===== src/rtl/multicycle_ctrl_if.sv =====
// Datapath-side signal bundle of the multi-cycle control sequencer.
// master = sequencer (drives strobes/selects), slave = datapath/memories.
interface multicycle_ctrl_if #(
  parameter int unsigned CNT_W = 32
);
  logic [31:0]      ins;
  logic             fetch_ready;
  logic             dmem_ready;
  logic             zero;
  logic             imem_req;
  logic             ir_we;
  logic             pc_we;
  logic [1:0]       pc_src;
  logic             RegWrite;
  logic             ALUSrc;
  logic [2:0]       alu_op;
  logic             mem_read;
  logic             mem_write;
  logic [1:0]       wb_sel;
  logic             illegal;
  logic [CNT_W-1:0] cycle_cnt;
  logic [CNT_W-1:0] instret_cnt;

  modport master (
    input  ins, fetch_ready, dmem_ready, zero,
    output imem_req, ir_we, pc_we, pc_src, RegWrite, ALUSrc, alu_op,
           mem_read, mem_write, wb_sel, illegal, cycle_cnt, instret_cnt
  );

  modport slave (
    output ins, fetch_ready, dmem_ready, zero,
    input  imem_req, ir_we, pc_we, pc_src, RegWrite, ALUSrc, alu_op,
           mem_read, mem_write, wb_sel, illegal, cycle_cnt, instret_cnt
  );
endinterface


===== src/rtl/multicycle_ctrl.sv =====
// Multi-cycle RV32I-subset control sequencer: FETCH/DECODE/EXEC/MEM/WB/TRAP,
// datapath strobes and ALU op, plus cycle and retired-instruction counters.
module multicycle_ctrl #(
  parameter int unsigned CNT_W = 32
) (
  input logic               clk,
  input logic               reset,
  multicycle_ctrl_if.master bus
);

  localparam logic [6:0] OP_R   = 7'b0110011;
  localparam logic [6:0] OP_I   = 7'b0010011;
  localparam logic [6:0] OP_LD  = 7'b0000011;
  localparam logic [6:0] OP_ST  = 7'b0100011;
  localparam logic [6:0] OP_BR  = 7'b1100011;
  localparam logic [6:0] OP_JAL = 7'b1101111;

  typedef enum logic [2:0] {
    S_FETCH, S_DECODE, S_EXEC, S_MEM, S_WB, S_TRAP
  } state_t;

  state_t           state_q, state_d;
  // Only opcode/funct3/funct7 are ever decoded, so only those fields are kept.
  logic [16:0]      ir_q, ir_d;
  logic             illegal_q, illegal_d;
  logic [CNT_W-1:0] cyc_q, cyc_d;
  logic [CNT_W-1:0] ret_q, ret_d;

  logic [6:0] opc, f7;
  logic [2:0] f3;
  logic       f3_ok, is_r, is_i, is_ld, is_st, is_br, is_jal, legal;
  logic [2:0] f3_alu, alu_sel;
  logic       retire;

  logic       imem_req, ir_we, pc_we, reg_write, alu_src, mem_read, mem_write;
  logic [1:0] pc_src, wb_sel;
  logic [2:0] alu_op;

  assign opc = ir_q[6:0];
  assign f3  = ir_q[9:7];
  assign f7  = ir_q[16:10];

  always_comb begin
    f3_ok  = 1'b1;
    f3_alu = 3'b010;
    case (f3)
      3'b000:  f3_alu = 3'b010;
      3'b111:  f3_alu = 3'b000;
      3'b110:  f3_alu = 3'b001;
      3'b010:  f3_alu = 3'b111;
      default: f3_ok  = 1'b0;
    endcase
  end

  assign is_r    = (opc == OP_R) && f3_ok &&
                   ((f7 == 7'b0000000) || ((f7 == 7'b0100000) && (f3 == 3'b000)));
  assign is_i    = (opc == OP_I) && f3_ok;
  assign is_ld   = (opc == OP_LD) && (f3 == 3'b010);
  assign is_st   = (opc == OP_ST) && (f3 == 3'b010);
  assign is_br   = (opc == OP_BR) && (f3[2:1] == 2'b00);
  assign is_jal  = (opc == OP_JAL);
  assign legal   = is_r | is_i | is_ld | is_st | is_br | is_jal;
  assign alu_sel = (is_r && f7[5]) ? 3'b110 : f3_alu;

  always_comb begin
    state_d   = state_q;
    ir_d      = ir_q;
    retire    = 1'b0;
    imem_req  = 1'b0;
    ir_we     = 1'b0;
    pc_we     = 1'b0;
    pc_src    = 2'b00;
    reg_write = 1'b0;
    alu_src   = 1'b0;
    alu_op    = 3'b000;
    mem_read  = 1'b0;
    mem_write = 1'b0;
    wb_sel    = 2'b00;
    case (state_q)
      S_FETCH: begin
        imem_req = 1'b1;
        if (bus.fetch_ready) begin
          ir_we   = 1'b1;
          ir_d    = {bus.ins[31:25], bus.ins[14:12], bus.ins[6:0]};
          state_d = S_DECODE;
        end
      end
      S_DECODE: state_d = legal ? S_EXEC : S_TRAP;
      S_EXEC: begin
        if (is_r || is_i) begin
          alu_op  = alu_sel;
          alu_src = is_i;
          state_d = S_WB;
        end else if (is_ld || is_st) begin
          alu_op  = 3'b010;
          alu_src = 1'b1;
          state_d = S_MEM;
        end else if (is_br) begin
          alu_op  = 3'b110;
          pc_we   = 1'b1;
          pc_src  = (bus.zero ^ f3[0]) ? 2'b01 : 2'b00;
          retire  = 1'b1;
          state_d = S_FETCH;
        end else begin
          reg_write = 1'b1;
          wb_sel    = 2'b10;
          pc_we     = 1'b1;
          pc_src    = 2'b10;
          retire    = 1'b1;
          state_d   = S_FETCH;
        end
      end
      S_MEM: begin
        alu_op    = 3'b010;
        alu_src   = 1'b1;
        mem_read  = is_ld;
        mem_write = is_st;
        if (bus.dmem_ready) begin
          if (is_ld) begin
            state_d = S_WB;
          end else begin
            pc_we   = 1'b1;
            retire  = 1'b1;
            state_d = S_FETCH;
          end
        end
      end
      S_WB: begin
        reg_write = 1'b1;
        pc_we     = 1'b1;
        retire    = 1'b1;
        state_d   = S_FETCH;
        if (is_ld) begin
          wb_sel = 2'b01;
        end else begin
          // Hold the EXEC operand selection so the written ALU result is stable.
          alu_op  = alu_sel;
          alu_src = is_i;
        end
      end
      S_TRAP:  state_d = S_TRAP;
      default: state_d = S_FETCH;
    endcase
  end

  assign illegal_d = illegal_q | (state_d == S_TRAP);
  assign cyc_d     = (state_q != S_TRAP) ? cyc_q + CNT_W'(1) : cyc_q;
  assign ret_d     = ret_q + CNT_W'(retire);

  always_ff @(posedge clk) begin
    if (reset) begin
      state_q   <= S_FETCH;
      ir_q      <= '0;
      illegal_q <= 1'b0;
      cyc_q     <= '0;
      ret_q     <= '0;
    end else begin
      state_q   <= state_d;
      ir_q      <= ir_d;
      illegal_q <= illegal_d;
      cyc_q     <= cyc_d;
      ret_q     <= ret_d;
    end
  end

  assign bus.imem_req    = imem_req;
  assign bus.ir_we       = ir_we;
  assign bus.pc_we       = pc_we;
  assign bus.pc_src      = pc_src;
  assign bus.RegWrite    = reg_write;
  assign bus.ALUSrc      = alu_src;
  assign bus.alu_op      = alu_op;
  assign bus.mem_read    = mem_read;
  assign bus.mem_write   = mem_write;
  assign bus.wb_sel      = wb_sel;
  assign bus.illegal     = illegal_q;
  assign bus.cycle_cnt   = cyc_q;
  assign bus.instret_cnt = ret_q;

endmodule


===== src/flat_wrapper.sv =====
// flat-port wrapper written by rule: the top's interface ports become plain ports
module multicycle_ctrl_flat 
#(
  parameter int unsigned CNT_W = 32
)
  (clk, reset, bus_ins, bus_fetch_ready, bus_dmem_ready, bus_zero, bus_imem_req, bus_ir_we, bus_pc_we, bus_pc_src, bus_RegWrite, bus_ALUSrc, bus_alu_op, bus_mem_read, bus_mem_write, bus_wb_sel, bus_illegal, bus_cycle_cnt, bus_instret_cnt);
  multicycle_ctrl_if #(.CNT_W(CNT_W)) bus_i ();
  input logic clk;
  input logic reset;
  input wire logic [$bits(bus_i.ins)-1:0] bus_ins;
  input wire logic [$bits(bus_i.fetch_ready)-1:0] bus_fetch_ready;
  input wire logic [$bits(bus_i.dmem_ready)-1:0] bus_dmem_ready;
  input wire logic [$bits(bus_i.zero)-1:0] bus_zero;
  output wire logic [$bits(bus_i.imem_req)-1:0] bus_imem_req;
  output wire logic [$bits(bus_i.ir_we)-1:0] bus_ir_we;
  output wire logic [$bits(bus_i.pc_we)-1:0] bus_pc_we;
  output wire logic [$bits(bus_i.pc_src)-1:0] bus_pc_src;
  output wire logic [$bits(bus_i.RegWrite)-1:0] bus_RegWrite;
  output wire logic [$bits(bus_i.ALUSrc)-1:0] bus_ALUSrc;
  output wire logic [$bits(bus_i.alu_op)-1:0] bus_alu_op;
  output wire logic [$bits(bus_i.mem_read)-1:0] bus_mem_read;
  output wire logic [$bits(bus_i.mem_write)-1:0] bus_mem_write;
  output wire logic [$bits(bus_i.wb_sel)-1:0] bus_wb_sel;
  output wire logic [$bits(bus_i.illegal)-1:0] bus_illegal;
  output wire logic [$bits(bus_i.cycle_cnt)-1:0] bus_cycle_cnt;
  output wire logic [$bits(bus_i.instret_cnt)-1:0] bus_instret_cnt;
  assign bus_i.ins = bus_ins;
  assign bus_i.fetch_ready = bus_fetch_ready;
  assign bus_i.dmem_ready = bus_dmem_ready;
  assign bus_i.zero = bus_zero;
  assign bus_imem_req = bus_i.imem_req;
  assign bus_ir_we = bus_i.ir_we;
  assign bus_pc_we = bus_i.pc_we;
  assign bus_pc_src = bus_i.pc_src;
  assign bus_RegWrite = bus_i.RegWrite;
  assign bus_ALUSrc = bus_i.ALUSrc;
  assign bus_alu_op = bus_i.alu_op;
  assign bus_mem_read = bus_i.mem_read;
  assign bus_mem_write = bus_i.mem_write;
  assign bus_wb_sel = bus_i.wb_sel;
  assign bus_illegal = bus_i.illegal;
  assign bus_cycle_cnt = bus_i.cycle_cnt;
  assign bus_instret_cnt = bus_i.instret_cnt;
  multicycle_ctrl #(.CNT_W(CNT_W)) u_core (.clk(clk), .reset(reset), .bus(bus_i));
endmodule

===== config.mk =====
export PLATFORM = sky130hd
export DESIGN_NAME = multicycle_ctrl_flat
export DESIGN_NICKNAME = d
export VERILOG_FILES = /design/src/rtl/multicycle_ctrl_if.sv /design/src/rtl/multicycle_ctrl.sv /design/src/flat_wrapper.sv
export SDC_FILE = /design/constraint.sdc
export NUM_CORES = 1
export LEC_CHECK = 0
export BUFFER_PORTS_ARGS = -buffer_cell sky130_fd_sc_hd__clkbuf_2
export CELL_PAD_IN_SITES_DETAIL_PLACEMENT = 0
export CELL_PAD_IN_SITES_GLOBAL_PLACEMENT = 1
export CORE_MARGIN = 2
export CORE_UTILIZATION = 34
export DETAILED_ROUTE_END_ITERATION = 16
export GPL_ROUTABILITY_DRIVEN = 1
export PLACE_DENSITY = 0.87
export SYNTH_ARGS = -nofsm -noshare
export SYNTH_HDL_FRONTEND = slang
export SYNTH_SLANG_ARGS = --single-unit

===== constraint.sdc =====
create_clock -name clk -period 3.2 [get_ports clk]
set_input_delay 0.16 -clock clk [delete_from_list [all_inputs] [get_ports clk]]
set_output_delay 0.16 -clock clk [all_outputs]
set_load 0.01 [all_outputs]

Word-level counts from Yosys, hierarchy flattened. Index checks and enable logic that the tools add are counted.

Flip-flop bits (word level): 85. Latch bits: 0. Bits in writable memories: 0. ROM bits: 0. Logic and storage cells: 91. Memories kept: 0.

Add/subtract/negate cells: 2. Multiply operators: 0. Divide/modulo/power cells: 0. Order comparisons: 0. Equal/unequal tests: 17. Shifts and indexed selects: 0. Multiplexer cells: 43. Bitwise gates (word level): 7. Reduce and logical (&&, ||, !) cells: 17.

Operators by type and width (number): 32-bit by 1-bit adder with 32-bit output (1); 32-bit by 1-bit adder with 32-bit output (second input constant) (1); 3-bit 2-to-1 mux (10); 7-bit by 6-bit == test with 1-bit output (second input constant) (3); 1-bit 2-to-1 mux (18); 3-bit one-hot mux with 3 select lines (2); 2-bit 2-to-1 mux (8); 3-bit == test (second input constant) (5); 3-bit one-hot mux with 5 select lines (1); 7-bit == test (second input constant) (2); 3-bit by 2-bit == test with 1-bit output (second input constant) (3); 1-bit logical AND (8); 7-bit by 2-bit == test with 1-bit output (second input constant) (1); 7-bit by 5-bit == test with 1-bit output (second input constant) (1); 7-bit zero test (1); 3-bit zero test (2); 1-bit OR (6); 1-bit one-hot mux with 3 select lines (2); 2-bit one-hot mux with 2 select lines (1); 4-bit OR reduction (1); 3-bit by 1-bit == test with 1-bit output (second input constant) (1); 1-bit logical OR (3); 3-bit inequality test (second input constant) (1); 2-bit zero test (1); other kinds (3) (3).

Longest topological paths before layout. Gate-level depths: netlist (run 1).

Word-level depth: 14. Gate-level depth with buffers: 13. Mapped depth without buffers: 12.

Worst setup path after synthesis (run 1). No wires, ideal clock.

Kind: register to register. Start point: register u_core.ir_q[8]. End point: register u_core.ret_q[22] (netlist: u_core.bus.instret_cnt[22]). Arrival: 2970 ps. Path slack: 102 ps. Cell stages (with the launch flop): 14. Buffers on the path: 1. Clock period less this slack: 3098 ps. Cells stage by stage: dfxtp_1 > or3b_2 > nor4_1 > nor2_1 > nand3_1 > o211ai_1 > ha_1 > ha_1 > and2_1 > nand4_1 > clkbuf_1 > nor3_1 > xnor2_1 > nor2_1.

Word-level cells in the longest chain between the ends: 9.

RTL lines: from (decl) (line multicycle_ctrl.sv:24) `logic [16:0] ir_q, ir_d;`; from (signal assigned) (line multicycle_ctrl.sv:159) `ir_q <= ir_d;`; 3-bit == test, or another cell as far along (line multicycle_ctrl.sv:46) `case (f3)`; 4-bit OR reduction (no line); 1-bit 2-to-1 mux (line multicycle_ctrl.sv:46); 1-bit logical AND (2 in a row) (line multicycle_ctrl.sv:55) `assign is_r = (opc == OP_R) && f3_ok &&`; 1-bit logical OR (line multicycle_ctrl.sv:90) `if (is_r || is_i) begin`; 1-bit 2-to-1 mux; 1-bit one-hot mux with 3 select lines *; net bus_pc_we (line flat_wrapper.sv:16) `output wire logic [$bits(bus_i.pc_we)-1:0] bus_pc_we;`; 32-bit by 1-bit adder with 32-bit output * (line multicycle_ctrl.sv:148) `assign ret_d = ret_q + CNT_W'(retire);`; to (signal assigned) (line multicycle_ctrl.sv:162) `ret_q <= ret_d;`; to (decl) (line multicycle_ctrl.sv:27) `logic [CNT_W-1:0] ret_q, ret_d;`.

Mark *: on every way through the listed nets, which the timed path passes. The rest lies on a longest branch. A chain may end at the register's enable or synchronous reset.

Worst setup path in the final report (run 1).
Start point: register u_core.ir_q[6]. End point: register u_core.ret_q[26] (netlist: u_core.bus.instret_cnt[26]).

Word-level cells in the longest chain between the ends: 7.

RTL lines: 7-bit by 2-bit == test with 1-bit output, or another cell as far along (line multicycle_ctrl.sv:58) `assign is_ld = (opc == OP_LD) && (f3 == 3'b010);`; 1-bit logical AND, on equally long branches (line multicycle_ctrl.sv:58, multicycle_ctrl.sv:55, multicycle_ctrl.sv:59); 1-bit logical OR or 1-bit logical AND (tied branches) (line multicycle_ctrl.sv:94, multicycle_ctrl.sv:55); 1-bit 2-to-1 mux or 1-bit logical OR (tied branches) (line multicycle_ctrl.sv:94, multicycle_ctrl.sv:90); 1-bit 2-to-1 mux (line multicycle_ctrl.sv:90); 1-bit one-hot mux with 3 select lines * (line multicycle_ctrl.sv:79) `case (state_q)`; 32-bit by 1-bit adder with 32-bit output * (line multicycle_ctrl.sv:148).

Mark *: on every way between the ends. The rest lies on a longest branch, timed or not.

==> flow_summary.json, run 1 <==
{
  "yosysTopAreaCellShare_pct": 42.4,
  "reg2reg_setup_slack_ns": 0.18,
  "seqCellArea_mm2": 0.00170,
  "antenna_found_initial": 0,
  "syn_nets": 527,
  "cts_max_level": 3,
  "fin_nets": 632,
  "finalNonFillerCells": 740,
  "final_area_mm2": 0.00507,
  "die_x_um": 113,
  "clock_latency_ns": 0.34,
  "grt_pass1_vias": 3708,
  "hold_viol_final": 0,
  "p_comb_share_pct": 9.2,
  "powerDensity_mw_per_mm2": 487,
  "critPathKind": "flip-flop to flip-flop",
  "r2r_end": "u_core.bus.instret_cnt[26]$_SDFF_PP0_",
  "vias_per_cell": 5.12,
  "synth_common_cells": "85 x dfxtp_1, 59 x nand2_1, 53 x nor2_1",
  "start_util_pct": 35.0,
  "io_buffers": 100,
  "die_h_um": 113,
  "yosysMostFrequentCell": "dfxtp_1",
  "async_flop_share_pct": 0,
  "holdPathEnd": "u_core.ir_q[6]$_SDFFE_PP0P_",
  "postSynthCellCount": 487,
  "yosysSeqAreaShare_pct": 42.4,
  "cp-start-kind": "flip-flop",
  "crit_fanout": 13,
  "rows": 39,
  "final_util_pct": 44.3,
  "grt_max_degree": 38,
  "post_dp_cell_area_mm2": 0.00473,
  "dp_hpwl_mm": 7.01,
  "ctsResizeCount": 0,
  "p_int_mw": 1.87,
  "cts_tree": "done",
  "drt-total-wl_mm": 9.64,
  "synthesis.area_per_instance_um2": 8.24,
  "hold_start": "bus_ins[6]",
  "rsz0062_at_grt": "false",
  "fin_setup_tns_ns": 0,
  "vdd_ir_drop_max_mv": 0.331,
  "syn2layout_area_growth_pct": 26.5,
  "numCtsBuffers": 9,
  "maxCapViolations": 0,
  "period_share_pct": 94.5,
  "ys.flop_type": "dfxtp_1",
  "ant_nets": 0,
  "dieArea_mm2": 0.0127,
  "crit_start": "u_core.ir_q[6]$_SDFFE_PP0P_",
  "clock_skew_ns": 0.00533,
  "timing.rr.start": "u_core.ir_q[6]$_SDFFE_PP0P_",
  "hold_depth": 3,
  "crit_path_end_kind": "flip-flop",
  "worst_ep_required_time_ns": 3.42,
  "ys_types": 54,
  "multi_input_area_mm2": 0.00216,
  "coreArea_mm2": 0.0115,
  "tightestPinTransition_ns": 0.621,
  "p_clk_share_pct": 45.5,
  "synthTopCellsByArea": "dfxtp_1 42%, xnor2_1 7.9%, nand2_1 5.5%, nor2_1 5.0%, a21oi_1 4.9%",
  "gp_congestion": 0.885,
  "detail_route.wl_per_cell_um": 13.0,
  "ys_warn_count": 0,
  "grt-ovfl-total": 0,
  "syn_area_mm2": 0.00401,
  "min_path_type": "input port to flip-flop",
  "leakage_nw": 1.93,
  "status": "finished, final reports clean",
  "p_switching_uw": 602,
  "dpl.cell_count": 724,
  "grt_pass1_wl_mm": 16.5,
  "fmax_mhz": 331,
  "post-cts-setup-buffers": 0,
  "via_count": 3787,
  "root_buffer": "clkbuf_16",
  "clockBufferDepth": 2,
  "finalSetupViolations": 0,
  "cts.clk_slew.worst_paths_ns": 0.06,
  "power.total_mw": 2.47,
  "clock_sinks": 85,
  "period_needed_ns": 3.02,
  "swShare_pct": 24.3,
  "holdBufCountCts": 0,
  "synth-edff-count": 0,
  "fill_cells": 1133,
  "drcViolationCount": 0,
  "track_usage_pct": 15.6,
  "slew_headroom_pct": 57.5,
  "drive_gt1_share_pct": 25.1,
  "boundaryPins": 116,
  "num_antenna_cells": 0,
  "finalMaxSlewViolations": 0,
  "pwr-share-seq_pct": 45.2,
  "synth_area_leader_cell": "dfxtp_1",
  "worstPathArrival_ns": 3.24,
  "ys_ff_latch": 85,
  "ff2ff_path_depth": 12,
  "drtPass1Iterations": 4,
  "drt_iter0_drc": 133
}
cell type report:
class                   instances  area share, %
clock buffers                   9           4.44
repair buffers                117           12.6
clock inverters                 7           1.92
flip-flops and latches         85           33.5
well taps                     143           3.53
inverters                      19           1.41
multi-input cells             360           42.6
sequential cells by signal (all words and copies together) (netlist names):
register                count
u_core.bus.cycle_cnt       32
u_core.bus.illegal          1
u_core.bus.instret_cnt     32
u_core.ir_q                17
u_core.state_q              3
worst max-delay path by stage:
stage               cells past startpoint  slack [ns]                                     to
floorplan                              13        0.10  u_core.bus.instret_cnt[22]$_SDFF_PP0_
global placement                       13        0.17  u_core.bus.instret_cnt[28]$_SDFF_PP0_
detailed placement                     13        0.14  u_core.bus.instret_cnt[18]$_SDFF_PP0_
CTS                                    13        0.11  u_core.bus.instret_cnt[26]$_SDFF_PP0_
global route                           12       0.003  u_core.bus.instret_cnt[30]$_SDFF_PP0_
finish                                 12        0.18  u_core.bus.instret_cnt[26]$_SDFF_PP0_
worst max-delay path, cell delays in order (launching register included):
cell and delay (ns):
dfxtp_1 0.34, or3b_2 0.51, or4_1 0.48, nor2_1 0.16
o211ai_1 0.19, ha_2 0.24, ha_1 0.20, and2_1 0.21
nand4_1 0.15, buf_12 0.15, nor4_1 0.06, xnor2_1 0.16
nor2_1 0.06
power groups by stage:
stage	clock network (mW)	logic, mW	registers [mW]
finish	1.13	0.229	1.12
global route	1.20	0.259	1.12
floorplan	0	0.147	1.14
detailed placement	0	0.228	1.14
CTS	1.17	0.229	1.12
global placement	0	0.224	1.14
through the flow:
stage / hold WS [ns] / worst slack, ns
final: 0.0386 / 0.177
after global placement: 0.388 / 0.171
after floorplan: 0.296 / 0.102
after global routing: 0.0426 / 0.00252
after CTS: 0.0242 / 0.110
after detailed placement: 0.392 / 0.139
per-layer routing:
layer  GRT usage [%]  up-vias  wire, um
li1                -     1913         -
met1            18.9     1770      4300
met2            26.3       89      4600
met3            3.78       15       547
met4            6.91        0       188
met5               0        -         0
cells in the final DEF (no fill, tap or decap), types with 2 or more instances in the layout:
cell type,count
bufinv_16,2
xnor2_1,36
ha_1,2
and2_1,4
or4_4,3
nor2b_1,4
clkbuf_2,100
nor2_1,53
nand3_1,15
nand4_1,11
inv_6,2
nand3b_1,3
nand2b_1,6
and3_1,4
nand2_1,59
or3_1,19
buf_4,16
o21ai_0,21
nor4_2,2
or3b_2,2
xor2_1,7
or4_1,4
clkbuf_16,9
o22ai_1,2
nor4_1,12
o2bb2ai_1,2
a21oi_1,39
nor3_1,19
inv_1,18
dfxtp_1,85
clkinvlp_4,2
a211oi_1,2
and4_1,6
cells by family after synthesis:
family / Yosys count / share of synthesized area (%)
AO/OA/AOI/OAI: 77 / 11.4
XOR/XNOR: 43 / 9.39
adder cells (fa/ha/maj): 3 / 0.936
buffers and inverters: 42 / 4.43
flip-flops: 85 / 42.4
multiplexers: 1 / 0.249
AND/OR/NAND/NOR: 236 / 31.2
Note: power is estimated with default switching activity, not from simulation.
==> run 2: changes to the inputs <==
==> constraint.sdc (replaced) <==
create_clock -name clk -period 2.6 [get_ports clk]
set_input_delay 0.13 -clock clk [delete_from_list [all_inputs] [get_ports clk]]
set_output_delay 0.13 -clock clk [all_outputs]
set_load 0.01 [all_outputs]
==> run 2 against run 1 <==
Effect of this change: the run now ends with negative setup slack left; clock-buffer cell count increased by 3; register-to-register slack got worse by 0.27 ns; clock skew increased by 0.0023 ns; final area increased by 5.3%; via count increased by 2.7%; fmax increased by 12%; sequential power increased by 23%; final cell count increased by 3.2%; critical path depth unchanged; first-iteration DRC count increased by 9.0%; global-route usage increased by 0.49 points; largest cell class unchanged.
==> flow_summary.json, run 2 (synthesized netlist as in run 1, its figures left out) <==
{
  "root_buffer": "clkbuf_16",
  "drtPass1Iterations": 4,
  "drive_gt1_share_pct": 29.5,
  "violations": "negative setup slack",
  "fin_setup_tns_ns": -0.981,
  "dp_hpwl_mm": 7.13,
  "num_antenna_cells": 0,
  "pre_cts_ws_ns": -0.186,
  "fill_cells": 1116,
  "slew_headroom_pct": 47.4,
  "antenna_found_initial": 0,
  "drcViolationCount": 0,
  "power.total_mw": 3.00,
  "start_util_pct": 35.0,
  "final_util_pct": 46.6,
  "clock_latency_ns": 0.34,
  "grt-ovfl-total": 0,
  "die_h_um": 113,
  "reg2reg_setup_slack_ns": -0.1,
  "fin_nets": 657,
  "tightestPinTransition_ns": 0.770,
  "cts.clk_slew.worst_paths_ns": 0.06,
  "cts_max_level": 3,
  "hold_start": "bus_ins[0]",
  "clockBufferDepth": 2,
  "dieArea_mm2": 0.0127,
  "numCtsBuffers": 9,
  "io_buffers": 100,
  "crit_fanout": 13,
  "die_x_um": 113,
  "cts_tree": "done",
  "rows": 39,
  "fmax_mhz": 371,
  "cp-start-kind": "flip-flop",
  "finalSetupViolations": 18,
  "drt_iter0_drc": 145,
  "clock_skew_ns": 0.00758,
  "syn2layout_area_growth_pct": 33.1,
  "via_count": 3889,
  "track_usage_pct": 16.1,
  "coreArea_mm2": 0.0115,
  "status": "finished, violations left",
  "gp_congestion": 0.862,
  "r2r_end": "u_core.bus.instret_cnt[28]$_SDFF_PP0_",
  "grt_pass1_vias": 3698,
  "maxCapViolations": 0,
  "powerDensity_mw_per_mm2": 562,
  "leakage_nw": 2.04,
  "critPathKind": "flip-flop to flip-flop",
  "grt_max_degree": 54,
  "period_share_pct": 104,
  "layout.cells.most_common": "clkbuf_2",
  "clock_sinks": 85,
  "grt_pass1_wl_mm": 17.0,
  "vdd_ir_drop_max_mv": 0.269,
  "timing.rr.start": "u_core.ir_q[2]$_SDFFE_PP0P_",
  "holdPathEnd": "u_core.ir_q[0]$_SDFFE_PP0P_",
  "rsz0062_at_grt": "true",
  "detail_route.wl_per_cell_um": 13.2,
  "min_path_type": "input port to flip-flop",
  "seqCellArea_mm2": 0.00171,
  "worst_ep_required_time_ns": 2.83,
  "whs_ns": 0.0148,
  "drt-total-wl_mm": 10.0,
  "ff2ff_path_depth": 12,
  "final_cell_mix": "100 x clkbuf_2, 80 x dfxtp_1, 58 x nand2_1",
  "boundaryPins": 116,
  "finalMaxSlewViolations": 0,
  "worstPathArrival_ns": 2.92,
  "multi_input_area_mm2": 0.00222,
  "period_needed_ns": 2.70,
  "vias_per_cell": 5.09,
  "hold_depth": 3,
  "setup_slack_ns": -0.0964,
  "hold_viol_final": 0,
  "crit_path_end_kind": "flip-flop",
  "ant_nets": 0
}
-- run 2: critical path, cell delays in order, from the launching register on --
cell and delay, ns:
dfxtp_1 0.33, or3_1 0.40, or4_4 0.51, nor2_4 0.10
o211ai_1 0.15, ha_2 0.24, ha_4 0.16, and2_4 0.15
nand4_1 0.14, buf_12 0.15, nor4_1 0.06, xnor2_1 0.14
nor2_1 0.05
-- run 2: metal layers --
layer  track usage [%]  part of all wire, %  vias up
met5                 0                    0        -
met1              20.1                   47     1831
met2              26.0                   47       86
li1                  -                    -     1957
met3              4.70                  4.9       15
met4              6.75                  1.6        0
-- run 2: area by class of cell --
type                       count  share of cell area [%]
clock inverter                 3                   0.843
timing repair buffer         142                    16.1
tap                          143                    3.35
multi-input combinational    360                    41.6
clock buffer                  12                    4.80
inverter                      19                    1.34
sequential                    85                    32.0
-- run 2: report_power, final --
part / switching (mW) / leakage, nW / total, mW / internal, mW
Clock: 0.508 / 0.141 / 1.30 / 0.791
Combinational: 0.174 / 1.21 / 0.322 / 0.148
Sequential: 0.0389 / 0.690 / 1.38 / 1.34
-- run 2: worst max-delay path by stage --
| stage | endpoint | depth (start not counted) | from |
|---|---|---|---|
| finish | u_core.bus.instret_cnt[28]$_SDFF_PP0_ | 12 | u_core.ir_q[2]$_SDFFE_PP0P_ |
| CTS | u_core.bus.instret_cnt[26]$_SDFF_PP0_ | 13 | u_core.ir_q[12]$_SDFFE_PP0P_ |
| detailed placement | u_core.bus.instret_cnt[26]$_SDFF_PP0_ | 13 | u_core.ir_q[12]$_SDFFE_PP0P_ |
| global placement | u_core.bus.instret_cnt[28]$_SDFF_PP0_ | 13 | u_core.ir_q[12]$_SDFFE_PP0P_ |
| floorplan | u_core.bus.instret_cnt[26]$_SDFF_PP0_ | 13 | u_core.ir_q[12]$_SDFFE_PP0P_ |
| global route | u_core.bus.instret_cnt[22]$_SDFF_PP0_ | 13 | u_core.ir_q[12]$_SDFFE_PP0P_ |
-- run 2: through the flow --
stage	std cells	area, um2
4_1_cts	762	5310
5_1_grt	764	5340
6_report	764	5340
3_5_place_dp	736	4880
3_3_place_gp	736	4880
2_1_floorplan	487	4090
-- run 2: repair_timing --
action / in CTS / in global routing
hold buffers: 6 / 0
cloned: 1 / 0
setup buffers: 4 / 2
setup endpoints to repair: 28 / 29
endpoints found under the hold margin: 6 / 0
pin swaps: 5 / 4
resized for setup: 6 / 5
==> run 3: changes to the inputs <==
--- a/config.mk
+++ b/config.mk
@@ -5,7 +5,7 @@
 export SDC_FILE = /design/constraint.sdc
 export NUM_CORES = 1
 export LEC_CHECK = 0
-export BUFFER_PORTS_ARGS = -buffer_cell sky130_fd_sc_hd__clkbuf_2
+export BUFFER_PORTS_ARGS = -buffer_cell sky130_fd_sc_hd__buf_4
 export CELL_PAD_IN_SITES_DETAIL_PLACEMENT = 0
 export CELL_PAD_IN_SITES_GLOBAL_PLACEMENT = 1
 export CORE_MARGIN = 2
==> run 3 against run 2 <==
Effect of this change: the run still ends with negative setup slack left; via count grew 0.69%; sequential power is essentially flat; critical path depth grew 1; clock skew shrank 0.0011 ns; non-clock buffer count shrank 8.
==> flow_summary.json, run 3 (synthesized netlist as in run 1, its figures left out) <==
{
  "status": "finished, violations left",
  "violations": "negative setup slack",
  "drive_gt1_share_pct": 31.1,
  "leakage_nw": 2.13,
  "layout.cells.most_common": "buf_4",
  "p_clk_share_pct": 45.2,
  "grt-ovfl-total": 0,
  "dp_hpwl_mm": 7.20,
  "numCtsBuffers": 9,
  "die_x_um": 113,
  "tightestPinTransition_ns": 0.894,
  "cts_tree": "done",
  "drcViolationCount": 0,
  "syn2layout_area_growth_pct": 39.7,
  "via_count": 3916,
  "final_cell_mix": "129 x buf_4, 80 x dfxtp_1, 58 x nand2_1",
  "p_int_mw": 2.40,
  "vias_per_cell": 5.17,
  "gp_congestion": 0.850,
  "grt_pass1_vias": 3786,
  "cts.clk_slew.worst_paths_ns": 0.07,
  "p_comb_share_pct": 10.7,
  "final_util_pct": 48.9,
  "drtPass1Iterations": 5,
  "detail_route.wl_per_cell_um": 13.5,
  "coreArea_mm2": 0.0115,
  "worst_ep_required_time_ns": 2.79,
  "rows": 39,
  "grt_max_degree": 86,
  "crit_fanout": 12,
  "whs_ns": 0.0371,
  "max_stage_delay_ns": 0.55,
  "grt_pass1_wl_mm": 17.8,
  "period_needed_ns": 2.74,
  "rsz0062_at_grt": "true",
  "cpLargestDelayFamily": "simple AND/OR/NAND/NOR gates",
  "worstPathArrival_ns": 2.93,
  "root_buffer": "clkbuf_16",
  "die_h_um": 113,
  "antenna_found_initial": 0,
  "finalMaxSlewViolations": 0,
  "dieArea_mm2": 0.0127,
  "setup_slack_ns": -0.138,
  "powerDensity_mw_per_mm2": 559,
  "start_util_pct": 35.0,
  "fmax_mhz": 365,
  "period_share_pct": 105,
  "boundaryPins": 116,
  "vdd_ir_drop_max_mv": 0.357,
  "finalSetupViolations": 22,
  "slew_headroom_pct": 40.4,
  "io_buffers": 100,
  "hold_viol_final": 0,
  "cts_max_level": 3,
  "num_antenna_cells": 0,
  "critPathKind": "flip-flop to flip-flop",
  "pwr-share-seq_pct": 44.1,
  "power.total_mw": 3.14,
  "ant_nets": 0,
  "clock_sinks": 85,
  "clock_latency_ns": 0.33,
  "crit_path_end_kind": "flip-flop",
  "drt-total-wl_mm": 10.2,
  "crit_slowest_cell": "or4_4",
  "maxCapViolations": 0,
  "cp-start-kind": "flip-flop",
  "drt_iter0_drc": 153,
  "min_path_type": "input port to flip-flop",
  "clockBufferDepth": 2,
  "swShare_pct": 23.5,
  "clock_skew_ns": 0.00650,
  "crit_buf_inv": 1,
  "track_usage_pct": 16.7,
  "crit_chain": "or4_4 -> o41ai_4 -> nand2_1 -> nand3_2 -> o211ai_1 -> ha_2 -> ha_4 -> and2_4 -> nand4_1 -> buf_12 -> nor4_2 -> xnor2_1 -> nor2_1",
  "p_switching_uw": 736,
  "fin_nets": 649
}
run 3: changes by cell type in the layout (fill, tap and decap cells not counted), sizes merged:
| cell | delta |
|---|---|
| buf | +98 |
| bufinv | +1 |
| clkbuf | -101 |
| clkinv | +1 |
| clkinvlp | -1 |
| dlygate4sd3 | -6 |
| inv | +1 |
run 3: timing repair:
action,in CTS,in global routing
resized for setup,10,16
hold buffers,0,0
pin swaps,5,6
buffers inserted,6,3
endpoints found under the setup margin,27,30
hold endpoints to repair,0,0
cloned,1,0
run 3: worst paths after layout:
path | slack (ns) | end | from | cells past startpoint
setup / recovery | -0.14 | u_core.bus.instret_cnt[28]$_SDFF_PP0_ | u_core.ir_q[12]$_SDFFE_PP0P_ | 13
hold / removal | 0.04 | u_core.ir_q[7]$_SDFFE_PP0P_ | bus_ins[12] | 3
setup reg to reg | -0.14 | u_core.bus.instret_cnt[28]$_SDFF_PP0_ | u_core.ir_q[12]$_SDFFE_PP0P_ | 13
hold reg to reg | 0.46 | u_core.ir_q[1]$_SDFFE_PP0P_ | u_core.ir_q[1]$_SDFFE_PP0P_ | 2
run 3: cell type report:
| class | instances | area [um2] |
|---|---|---|
| Clock buffer | 11 | 253 |
| Clock inverter | 5 | 81.3 |
| Fill cell | 1091 | 5860 |
| Inverter | 19 | 71.3 |
| Multi-Input combinational cell | 360 | 2280 |
| Sequential cell | 85 | 1710 |
| Tap cell | 143 | 179 |
| Timing Repair Buffer | 134 | 1030 |
run 3: tightest hold or removal path, stage by stage:
cell	delay, ns
buf_4	0.11
nand2_1	0.04
a21oi_1	0.05
run 3: per-stage QoR:
stage               area, um2  setup TNS [ns]  instances  setup WS [ns]
floorplan                4090           -1.47        487         -0.138
finish                   5610           -1.74        757         -0.138
global placement         5110           -1.67        735         -0.149
detailed placement       5110           -3.24        735         -0.222
global route             5610           -5.92        757         -0.326
CTS                      5540           -2.43        758         -0.163
run 3: power groups by stage:
| stage | sequential (mW) | combinational (mW) | clock [mW] |
|---|---|---|---|
| after CTS | 1.38 | 0.336 | 1.45 |
| after global routing | 1.39 | 0.376 | 1.52 |
| after detailed placement | 1.41 | 0.324 | 0 |
| after floorplan | 1.40 | 0.188 | 0 |
| after global placement | 1.41 | 0.318 | 0 |
| final | 1.38 | 0.336 | 1.42 |
run 3: per-layer routing:
| metal | vias up | share of wire, % | GRT usage (%) |
|---|---|---|---|
| li1 | 1945 | - | - |
| met3 | 8 | 4.4 | 3.67 |
| met5 | - | 0 | 0 |
| met2 | 86 | 49 | 28.5 |
| met4 | 0 | 1.2 | 6.02 |
| met1 | 1877 | 45 | 20.6 |
